**src/rtl/seg_frame_decoder_pkg.sv**
```systemverilog
`default_nettype none
// ======================================================================
// seg_frame_decoder_pkg : segment patterns, blank code and FSM states
// Rev 1.0
// ======================================================================
package seg_frame_decoder_pkg;

    localparam int         c_num_digits = 6;
    localparam logic [3:0] c_blank_code = 4'hF;

    // Lit-high patterns, bit0 = a ... bit6 = g
    localparam logic [6:0] c_seg_blank = 7'b0000000;
    localparam logic [6:0] c_seg_0     = 7'b0111111;
    localparam logic [6:0] c_seg_1     = 7'b0000110;
    localparam logic [6:0] c_seg_2     = 7'b1011011;
    localparam logic [6:0] c_seg_3     = 7'b1001111;
    localparam logic [6:0] c_seg_4     = 7'b1100110;
    localparam logic [6:0] c_seg_5     = 7'b1101101;
    localparam logic [6:0] c_seg_6     = 7'b1111101;
    localparam logic [6:0] c_seg_7     = 7'b0000111;
    localparam logic [6:0] c_seg_8     = 7'b1111111;
    localparam logic [6:0] c_seg_9     = 7'b1101111;

    typedef enum logic [0:0] {
        ST_TRACK = 1'b0,
        ST_HOLD  = 1'b1
    } state_t;

    function automatic logic [6:0] bcd_to_seg(input logic [3:0] code);
        logic [6:0] seg;
        case (code)
            4'd0:    seg = c_seg_0;
            4'd1:    seg = c_seg_1;
            4'd2:    seg = c_seg_2;
            4'd3:    seg = c_seg_3;
            4'd4:    seg = c_seg_4;
            4'd5:    seg = c_seg_5;
            4'd6:    seg = c_seg_6;
            4'd7:    seg = c_seg_7;
            4'd8:    seg = c_seg_8;
            4'd9:    seg = c_seg_9;
            default: seg = c_seg_blank;
        endcase
        return seg;
    endfunction

endpackage
`default_nettype wire

```
**src/rtl/seg_frame_decoder_if.sv**
```systemverilog
`default_nettype none
// ======================================================================
// seg_frame_decoder_if : segment inputs and decoded-frame handshake
// Rev 1.0
// ======================================================================
interface seg_frame_decoder_if;

    logic [6:0] J1, J2, J3, J4, J5, J6;
    logic       out_ready;
    logic [3:0] d1, d2, d3, d4, d5, d6;
    logic       out_valid;
    logic       overrun;
    logic [7:0] err_cnt;

    modport master (
        input  J1, J2, J3, J4, J5, J6, out_ready,
        output d1, d2, d3, d4, d5, d6, out_valid, overrun, err_cnt
    );

    modport slave (
        output J1, J2, J3, J4, J5, J6, out_ready,
        input  d1, d2, d3, d4, d5, d6, out_valid, overrun, err_cnt
    );

endinterface
`default_nettype wire

```
**src/rtl/seg_frame_decoder_seg7.sv**
```systemverilog
`default_nettype none
// ======================================================================
// seg7_to_bcd : one lit-high seven-segment pattern to digit code
// Rev 1.0
// ======================================================================
module seg7_to_bcd
    import seg_frame_decoder_pkg::*;
(
    input  wire logic [6:0] seg,
    output logic      [3:0] code,
    output logic            invalid
);

    always_comb begin
        code    = c_blank_code;
        invalid = 1'b0;
        case (seg)
            c_seg_blank: code = c_blank_code;
            c_seg_0:     code = 4'd0;
            c_seg_1:     code = 4'd1;
            c_seg_2:     code = 4'd2;
            c_seg_3:     code = 4'd3;
            c_seg_4:     code = 4'd4;
            c_seg_5:     code = 4'd5;
            c_seg_6:     code = 4'd6;
            c_seg_7:     code = 4'd7;
            c_seg_8:     code = 4'd8;
            c_seg_9:     code = 4'd9;
            default:     invalid = 1'b1;
        endcase
    end

endmodule
`default_nettype wire

```
**src/rtl/seg_frame_decoder.sv**
```systemverilog
`default_nettype none
// ======================================================================
// seg_frame_decoder : debounced six-digit seven-segment frame decoder
// Rev 1.0
// ======================================================================
module seg_frame_decoder
    import seg_frame_decoder_pkg::*;
#(
    parameter int STABLE_CYCLES  = 4,
    parameter bit SEG_ACTIVE_LOW = 1'b1
) (
    input  wire logic           clk,
    input  wire logic           reset,
    seg_frame_decoder_if.master bus
);

    localparam logic [7:0] c_cnt_max = 8'(STABLE_CYCLES - 1);
    localparam logic [7:0] c_cnt_arm = 8'(STABLE_CYCLES - 2);

    logic [c_num_digits-1:0][6:0] w_raw;
    logic [c_num_digits-1:0][6:0] w_norm;
    logic [c_num_digits-1:0][6:0] r_sample;
    logic [c_num_digits-1:0][6:0] r_prev;
    logic [c_num_digits-1:0][3:0] w_code;
    logic [c_num_digits-1:0][3:0] r_d;
    logic [c_num_digits-1:0]      w_inv;
    logic [7:0]                   r_cnt;
    logic [7:0]                   r_err;
    logic                         r_overrun;
    logic                         w_same, w_stable, w_bad, w_new;
    logic                         w_load, w_drop;
    state_t                       r_state, w_state_nxt;

    assign w_raw  = {bus.J6, bus.J5, bus.J4, bus.J3, bus.J2, bus.J1};
    assign w_norm = SEG_ACTIVE_LOW ? ~w_raw : w_raw;

    for (genvar i = 0; i < c_num_digits; i++) begin : g_pos
        seg7_to_bcd u_dec (
            .seg     (r_sample[i]),
            .code    (w_code[i]),
            .invalid (w_inv[i])
        );
    end

    always_ff @(posedge clk) begin
        if (!reset) begin
            r_sample <= '0;
            r_prev   <= '0;
            r_cnt    <= '0;
        end else begin
            r_sample <= w_norm;
            r_prev   <= r_sample;
            if (!w_same)
                r_cnt <= '0;
            else if (r_cnt != c_cnt_max)
                r_cnt <= r_cnt + 8'd1;
        end
    end

    // Fires only on the edge where the counter steps onto its saturated value
    assign w_same   = (r_sample == r_prev);
    assign w_stable = w_same && (r_cnt == c_cnt_arm);
    assign w_bad    = w_stable && (|w_inv);
    assign w_new    = w_stable && !(|w_inv) && (w_code != r_d);

    always_ff @(posedge clk) begin
        if (!reset)
            r_state <= ST_TRACK;
        else
            r_state <= w_state_nxt;
    end

    always_comb begin
        w_state_nxt = r_state;
        w_load      = 1'b0;
        w_drop      = 1'b0;
        case (r_state)
            ST_TRACK: begin
                if (w_new) begin
                    w_load      = 1'b1;
                    w_state_nxt = ST_HOLD;
                end
            end
            ST_HOLD: begin
                if (w_new) begin
                    if (bus.out_ready)
                        w_load = 1'b1;
                    else
                        w_drop = 1'b1;
                end else if (bus.out_ready) begin
                    w_state_nxt = ST_TRACK;
                end
            end
            default: w_state_nxt = ST_TRACK;
        endcase
    end

    // r_d doubles as the last-emitted frame used for duplicate suppression
    always_ff @(posedge clk) begin
        if (!reset) begin
            r_d       <= {c_num_digits{c_blank_code}};
            r_overrun <= 1'b0;
            r_err     <= '0;
        end else begin
            if (w_load)
                r_d <= w_code;
            if (w_drop)
                r_overrun <= 1'b1;
            if (w_bad && (r_err != 8'hFF))
                r_err <= r_err + 8'd1;
        end
    end

    assign bus.d1        = r_d[0];
    assign bus.d2        = r_d[1];
    assign bus.d3        = r_d[2];
    assign bus.d4        = r_d[3];
    assign bus.d5        = r_d[4];
    assign bus.d6        = r_d[5];
    assign bus.out_valid = (r_state == ST_HOLD);
    assign bus.overrun   = r_overrun;
    assign bus.err_cnt   = r_err;

endmodule
`default_nettype wire

```
**src/flat_wrapper.sv**
```systemverilog
// flat-port wrapper written by rule: the top's interface ports become plain ports
module seg_frame_decoder_flat import seg_frame_decoder_pkg::*;
#(
    parameter int STABLE_CYCLES  = 4,
    parameter bit SEG_ACTIVE_LOW = 1'b1
)
  (clk, reset, bus_J1, bus_J2, bus_J3, bus_J4, bus_J5, bus_J6, bus_out_ready, bus_d1, bus_d2, bus_d3, bus_d4, bus_d5, bus_d6, bus_out_valid, bus_overrun, bus_err_cnt);
  seg_frame_decoder_if bus_i ();
  input  wire logic clk;
  input  wire logic reset;
  input wire logic [$bits(bus_i.J1)-1:0] bus_J1;
  input wire logic [$bits(bus_i.J2)-1:0] bus_J2;
  input wire logic [$bits(bus_i.J3)-1:0] bus_J3;
  input wire logic [$bits(bus_i.J4)-1:0] bus_J4;
  input wire logic [$bits(bus_i.J5)-1:0] bus_J5;
  input wire logic [$bits(bus_i.J6)-1:0] bus_J6;
  input wire logic [$bits(bus_i.out_ready)-1:0] bus_out_ready;
  output wire logic [$bits(bus_i.d1)-1:0] bus_d1;
  output wire logic [$bits(bus_i.d2)-1:0] bus_d2;
  output wire logic [$bits(bus_i.d3)-1:0] bus_d3;
  output wire logic [$bits(bus_i.d4)-1:0] bus_d4;
  output wire logic [$bits(bus_i.d5)-1:0] bus_d5;
  output wire logic [$bits(bus_i.d6)-1:0] bus_d6;
  output wire logic [$bits(bus_i.out_valid)-1:0] bus_out_valid;
  output wire logic [$bits(bus_i.overrun)-1:0] bus_overrun;
  output wire logic [$bits(bus_i.err_cnt)-1:0] bus_err_cnt;
  assign bus_i.J1 = bus_J1;
  assign bus_i.J2 = bus_J2;
  assign bus_i.J3 = bus_J3;
  assign bus_i.J4 = bus_J4;
  assign bus_i.J5 = bus_J5;
  assign bus_i.J6 = bus_J6;
  assign bus_i.out_ready = bus_out_ready;
  assign bus_d1 = bus_i.d1;
  assign bus_d2 = bus_i.d2;
  assign bus_d3 = bus_i.d3;
  assign bus_d4 = bus_i.d4;
  assign bus_d5 = bus_i.d5;
  assign bus_d6 = bus_i.d6;
  assign bus_out_valid = bus_i.out_valid;
  assign bus_overrun = bus_i.overrun;
  assign bus_err_cnt = bus_i.err_cnt;
  seg_frame_decoder #(.STABLE_CYCLES(STABLE_CYCLES), .SEG_ACTIVE_LOW(SEG_ACTIVE_LOW)) u_core (.clk(clk), .reset(reset), .bus(bus_i));
endmodule
```
**config.mk**
```make
export PLATFORM = sky130hd
export DESIGN_NAME = seg_frame_decoder_flat
export DESIGN_NICKNAME = d
export VERILOG_FILES = /design/src/rtl/seg_frame_decoder_pkg.sv /design/src/rtl/seg_frame_decoder_if.sv /design/src/rtl/seg_frame_decoder_seg7.sv /design/src/rtl/seg_frame_decoder.sv /design/src/flat_wrapper.sv
export SDC_FILE = /design/constraint.sdc
export NUM_CORES = 1
export LEC_CHECK = 0
export CAP_MARGIN = 5
export CORE_ASPECT_RATIO = 0.75
export CORE_MARGIN = 3
export CORE_UTILIZATION = 44
export CTS_CLUSTER_SIZE = 24
export DETAILED_ROUTE_END_ITERATION = 12
export PLACE_DENSITY = 0.68
export REMOVE_ABC_BUFFERS = 1
export SYNTH_ARGS = -nofsm -noshare
export SYNTH_HDL_FRONTEND = slang
export SYNTH_SLANG_ARGS = --single-unit
```
**constraint.sdc**
```tcl
create_clock -name clk -period 3.1 [get_ports clk]
set_clock_uncertainty 0.2 [all_clocks]
set_input_delay 0.62 -clock clk [delete_from_list [all_inputs] [get_ports clk]]
set_output_delay 0.62 -clock clk [all_outputs]
set_load 0.005 [all_outputs]
```
======== Yosys cells after proc, flatten, opt, wreduce, memory -nomap -nowiden ========
Cells that the tools add are included.
storage, ports and cells
  output and inout bits ................... 34
  logic and storage cells ................. 132
  bits in registers ....................... 126
  bits of input ports ..................... 45
operators by class
  add/sub/neg operators ................... 2
  muxes and demuxes ....................... 21
  bitwise logic cells ..................... 2
  reductions and logical operators ........ 20
  equality and inequality tests ........... 65
operator list
  cell                                                              number
  7-bit == test (second input constant)                             42
  4-bit one-hot mux with 10 select lines                            6
  7-bit by 3-bit == test with 1-bit output (second input constant)  12
  11-bit OR reduction                                               6
  42-bit == test                                                    1
  7-bit by 6-bit == test with 1-bit output (second input constant)  6
  7-bit zero test                                                   6
  42-bit NOT                                                        1
  24-bit != test                                                    1
  8-bit by 1-bit adder with 8-bit output (second input constant)    2
  1-bit 2-to-1 mux                                                  13
  8-bit by 2-bit == test with 1-bit output (second input constant)  1
  8-bit by 2-bit != test with 1-bit output (second input constant)  1
  8-bit != test (second input constant)                             1
  6-bit OR reduction                                                1
  1-bit logical AND                                                 5
  1-bit one-hot mux with 2 select lines                             2
  2-bit AND reduction                                               1
  1-bit zero test                                                   1
  1-bit NOT                                                         1

======== Logic depth before layout (Yosys ltp) ========
  depth in word-level cells ............... 9
  mapped depth ............................ 13
  depth with buffers taken out ............ 9

======== Cells and area by module ========
From an unflattened synthesis, not the netlist that was laid out.
unflattened totals
  cells, all modules ...................... 690
  area total of the unflattened synthesis .. 6187.2 sq um
by module, submodules not included
  module             times used  cells each  seq. area each (sq um)  area each (sq um)
  seg_frame_decoder  1           480         2522.4                  4760.8
  seg7_to_bcd        6           35          0.0                     237.7

======== Worst setup path before layout ========
Ideal clock, no wire load.
  kind .................................... register to register
  from .................................... register u_core.r_sample[7] (netlist bit)
  to ...................................... register u_core.r_d (netlist bit u_core.bus.d3[1])
  library setup time ...................... 0.120 ns
  required time ........................... 2.780 ns
  data arrival time ....................... 2.643 ns
  cell stages (with the launch flop) ...... 13
  path slack .............................. 0.138 ns
  cell sequence ........................... dfxtp_1 > buf_2 > and3b_1 > o2111ai_2 > o221ai_2 > or3_1 > buf_4 > mux2i_1 > a2111oi_2 > and4_1 > buf_6 > nor3_4 > a211o_1
between the ends
  cells in the longest elaborated chain, start to end .. 9
  elaborated cells between the ends (all ways) .. 24
RTL lines
  item                                         line                                              RTL
  from (decl)                                  seg_frame_decoder.sv:22                           logic [c_num_digits-1:0][6:0] r_sample;
  from (signal assigned)                       seg_frame_decoder.sv:51                           r_sample <= w_norm;
  7-bit == test, or another cell as far along  seg_frame_decoder_seg7.sv:17                      case (seg)
  11-bit OR reduction (no line)                --
  1-bit 2-to-1 mux                             seg_frame_decoder_seg7.sv:17
  6-bit OR reduction                           seg_frame_decoder.sv:64                           assign w_new = w_stable && !(|w_inv) && (w_code != r_d);
  1-bit zero test                              seg_frame_decoder.sv:64
  1-bit logical AND                            seg_frame_decoder.sv:64
  1-bit logical AND (*)                        seg_frame_decoder.sv:64
  1-bit 2-to-1 mux (on tied branches)          seg_frame_decoder.sv:85, seg_frame_decoder.sv:79
  1-bit one-hot mux with 2 select lines (*)    seg_frame_decoder.sv:77                           case (r_state)
  to (signal assigned)                         seg_frame_decoder.sv:101                          r_d <= {c_num_digits{c_blank_code}};
  to (signal assigned)                         seg_frame_decoder.sv:106                          r_d <= w_code;
  to (decl)                                    seg_frame_decoder.sv:25                           logic [c_num_digits-1:0][3:0] r_d;
Mark *: on every way between the ends. The rest lies on a longest branch, timed or not.
A chain may end at the register's enable or synchronous reset.

======== Worst setup path after layout ========
  from .................................... register u_core.r_sample[26] (netlist bit)
  to ...................................... register u_core.r_d (netlist bit u_core.bus.d4[2])
between the ends
  cells in the longest elaborated chain, start to end .. 9
  elaborated cells between the ends (all ways) .. 24
RTL lines
  item                                         line
  7-bit == test, or another cell as far along  seg_frame_decoder_seg7.sv:17
  11-bit OR reduction (no line)                --
  1-bit 2-to-1 mux                             seg_frame_decoder_seg7.sv:17
  6-bit OR reduction                           seg_frame_decoder.sv:64
  1-bit zero test                              seg_frame_decoder.sv:64
  1-bit logical AND (2 in a row)               seg_frame_decoder.sv:64
  1-bit 2-to-1 mux (on tied branches)          seg_frame_decoder.sv:85, seg_frame_decoder.sv:79
  1-bit one-hot mux with 2 select lines        seg_frame_decoder.sv:77
Parallel ways exist; a longest one is shown, timed or not.

==> load_flow_metrics.sql <==
INSERT INTO impl_metrics (metric_group, metric, value, unit) VALUES
('setup_path', 'crit_arrival', '3200', 'ps'),
('place', 'placement.io_buffers', '78', ''),
('clocking', 'tritoncts_num_sinks', '126', ''),
('yosys', 'instance_count_of_the_mapped_netlist', '755', ''),
('floorplanning', 'starting_density', '45.9', '%'),
('place', 'place.gp.congestion', '0.927', ''),
('setup_path', 'timing.setup.critical_path_class', 'flip-flop to flip-flop', ''),
('setup_path', 'crit_path_start_kind', 'flip-flop', ''),
('detailed_routing', 'drt_first_iter_violations', '439', ''),
('sta', 'layout_worst_path_cycle_share', '101', '%'),
('yosys', 'synth_edf_count', '0', ''),
('sta', 'count_of_final_hold_check_violations', '0', ''),
('sta', 'setup_tns', '-49.4', 'ps'),
('yosys', 'postSynthRegisterBits', '126', ''),
('sta', 'fin_hold_ws', '279', 'ps'),
('yosys', 'synth.yosys.seq_area_share', '39.3', '%'),
('place', 'place_hpwl', '13200', 'um'),
('global_route', 'grt_start_max_net_pins', '65', ''),
('floorplanning', 'io_pins', '79', ''),
('pwr', 'pwr_density_cell', '476', 'nW/um^2'),
('yosys', 'synthesis.area_per_instance', '8.50', 'sq um'),
('setup_path', 'endpoint_required_time_on_the_critical_path', '3160', 'ps'),
('global_route', 'initial_antenna_violation_count', '0', ''),
('floorplanning', 'fp-row-count', '37', ''),
('floorplanning', 'die_h', '111', 'um'),
('setup_path', 'path_max_fanout', '11', ''),
('detailed_routing', 'drc_errors', '0', ''),
('sta', 'grt_setup_unrepaired', 'true', ''),
('sta', 'fmaxAchievable', '318', 'MHz'),
('final_layout', 'seqCellArea', '2540', 'sq um'),
('outcome', 'run_status', 'finished, violations left', ''),
('sta', 'max-slew-margin-rel', '58.2', '%'),
('clocking', 'clock_tree.buffer_depth', '2', ''),
('global_route', 'via_count_of_the_first_global_routing_pass', '5735', ''),
('detailed_routing', 'routed_wire_length_per_instance', '17.5', 'um'),
('global_route', 'global_route.usage.met2', '33.2', '%'),
('global_route', 'overflow', '0', ''),
('floorplanning', 'core', '14000', 'sq um'),
('clocking', 'maximum_level_of_the_cts_h_tree', '4', ''),
('detailed_routing', 'drt_total_wl', '18900', 'um'),
('final_layout', 'final_nets', '921', ''),
('yosys', 'async_reset_ff_share', '0', '%'),
('yosys', 'yosysTopAreaCellShare', '39.3', '%'),
('global_route', 'grt_first_pass_wirelength', '29300', 'um'),
('detailed_routing', 'firstDrtPassIters', '4', ''),
('final_layout', 'final_core_utilization', '62.4', '%'),
('outcome', 'failed_checks', 'setup timing', ''),
('sta', 'timing.final.max_slew_violations', '0', ''),
('floorplanning', 'die-area', '16100', 'sq um'),
('final_layout', 'fillerInstances', '1170', ''),
('global_route', 'global_route.peak_usage_layer', 'met2', ''),
('clocking', 'tritoncts', 'yes', ''),
('detailed_routing', 'ant_nets', '0', ''),
('global_route', 'global_routing_usage_on_met1', '31.5', '%'),
('pwr', 'leakagePower', '3.46', 'nW'),
('sta', 'setup-violations-final', '3', ''),
('sta', 'final_period_minus_worst_setup_slack', '3150', 'ps'),
('pwr', 'irDropWorstVdd', '0.000459', 'V'),
('detailed_routing', 'routed-via-count', '6107', ''),
('final_layout', 'finish.instance_area', '8730', 'sq um'),
('yosys', 'netlist.top_cell.by_area', 'sky130_fd_sc_hd__dfxtp_1', ''),
('sta', 'tightest_slew', '626', 'ps'),
('final_layout', 'drive_gt1_share', '22.9', '%'),
('place', 'post_dp_cell_area', '7770', 'sq um'),
('global_route', 'globalRouteMet3Util', '5.09', '%'),
('final_layout', 'syn_to_final_growth', '36.0', '%'),
('yosys', 'ys.warnings.count', '0', ''),
('clocking', 'worst_setup_hold_path_clk_slew', '60', 'ps'),
('setup_path', 'worst_setup_path_end_kind', 'flip-flop', ''),
('sta', 'setup_ws', '-45.5', 'ps'),
('clocking', 'clk_latency', '420', 'ps');
repair_timing:
item,CTS,global route
setup endpoints to repair,30,34
cloned,0,2
hold buffers,0,0
resized for setup,8,66
pin swaps,3,17
buffers inserted,0,4
cell type report:
class                      instances  share of cell area (%)
inverter                          16                   0.688
timing repair buffer             166                    17.0
clock inverter                    10                    1.30
tap                              195                    2.79
multi-input combinational        546                    43.8
clock buffer                      22                    5.32
sequential                       126                    29.1
flip-flops by register name, indices dropped and copies added (netlist names):
signal                cells
u_core.bus.d2             4
u_core.bus.overrun        1
u_core.bus.d3             4
u_core.bus.err_cnt        8
u_core.bus.d4             4
u_core.r_cnt              8
u_core.bus.out_valid      1
u_core.r_sample          42
u_core.bus.d6             4
u_core.bus.d5             4
u_core.r_prev            42
u_core.bus.d1             4
synth_stat cells, types with 8 or more instances:
cell type / n
sky130_fd_sc_hd__nand2_1: 38
sky130_fd_sc_hd__nand4_1: 15
sky130_fd_sc_hd__a31oi_1: 27
sky130_fd_sc_hd__nor4_1: 32
sky130_fd_sc_hd__dfxtp_1: 126
sky130_fd_sc_hd__o21ai_1: 17
sky130_fd_sc_hd__xor2_1: 52
sky130_fd_sc_hd__buf_2: 16
sky130_fd_sc_hd__nor2_1: 86
sky130_fd_sc_hd__and2_1: 44
sky130_fd_sc_hd__nor3b_1: 8
sky130_fd_sc_hd__nand3_1: 26
sky130_fd_sc_hd__and3_1: 15
sky130_fd_sc_hd__nor3_1: 15
sky130_fd_sc_hd__o21ai_0: 17
sky130_fd_sc_hd__a21oi_1: 12
sky130_fd_sc_hd__xnor2_1: 13
sky130_fd_sc_hd__inv_1: 14
sky130_fd_sc_hd__clkbuf_1: 37
final timing paths:
check / startpoint / endpoint / slack (ps) / cells after the start
hold / removal: u_core.bus.overrun / u_core.bus.overrun / 280 / 2
setup reg to reg: u_core.r_sample[26] / u_core.bus.d4[2] / -50 / 12
hold reg to reg: u_core.bus.overrun / u_core.bus.overrun / 280 / 2
setup / recovery: u_core.r_sample[26] / u_core.bus.d4[2] / -50 / 12
logic make-up (layout without fill, tap and decap cells):
kind of cell | after synthesis | in the layout | share of synthesized area (%)
xor+xnor | 65 | 65 | 8.87
mux | 6 | 6 | 0.955
flops | 126 | 126 | 39.3
compound gates | 133 | 133 | 14.7
fa+ha+maj | 3 | 3 | 0.585
simple gates | 339 | 339 | 29.6
buf+inv | 83 | 214 | 6.04
metrics by stage:
stage               instances  power [mW]  setup WS (ps)
global route             1081        4.30           -141
CTS                      1075        4.14          -24.3
detailed placement       1043        2.18           -155
floorplan                 688        1.95           -123
finish                   1081        4.16          -45.5
global placement         1043        2.17          -56.0
power breakdown:
group | internal, mW | total [mW] | switching, mW
combinational | 0.224 | 0.468 | 0.244
clock | 1.22 | 1.96 | 0.732
sequential | 1.67 | 1.73 | 0.0581
total | 3.12 | 4.16 | 1.03
routing by layer:
metal	part of all wire [%]	wire length, um
met5	0	0
met4	2.4	456
met3	6.8	1290
met2	45	8430
met1	46	8750
critical path, cell delays in order (launching register included):
cell and delay [ps]:
sky130_fd_sc_hd__dfxtp_1 380, sky130_fd_sc_hd__buf_12 150, sky130_fd_sc_hd__nand4_1 220, sky130_fd_sc_hd__nor2_2 310, sky130_fd_sc_hd__xnor2_1 170, sky130_fd_sc_hd__and3b_1 220, sky130_fd_sc_hd__o21ai_2 90, sky130_fd_sc_hd__a2111oi_4 400
sky130_fd_sc_hd__buf_4 190, sky130_fd_sc_hd__nand4_4 150, sky130_fd_sc_hd__buf_2 200, sky130_fd_sc_hd__a31oi_1 200, sky130_fd_sc_hd__o21ai_1 110
layout by cell type (no fill, tap or decap), types with 15 or more instances in the layout:
cell type | netlist | layout
sky130_fd_sc_hd__a31oi_1 | 27 | 22
sky130_fd_sc_hd__clkdlybuf4s50_1 | 0 | 77
sky130_fd_sc_hd__nand2_1 | 38 | 38
sky130_fd_sc_hd__dfxtp_1 | 126 | 113
sky130_fd_sc_hd__xor2_1 | 52 | 51
sky130_fd_sc_hd__o21ai_1 | 17 | 19
sky130_fd_sc_hd__clkbuf_16 | 0 | 17
sky130_fd_sc_hd__nor4_1 | 32 | 25
sky130_fd_sc_hd__nand4_1 | 15 | 15
sky130_fd_sc_hd__nand3_1 | 26 | 26
sky130_fd_sc_hd__nor2_1 | 86 | 84
sky130_fd_sc_hd__buf_4 | 1 | 79
sky130_fd_sc_hd__and2_1 | 44 | 44
(Power assumes the default switching activity.)
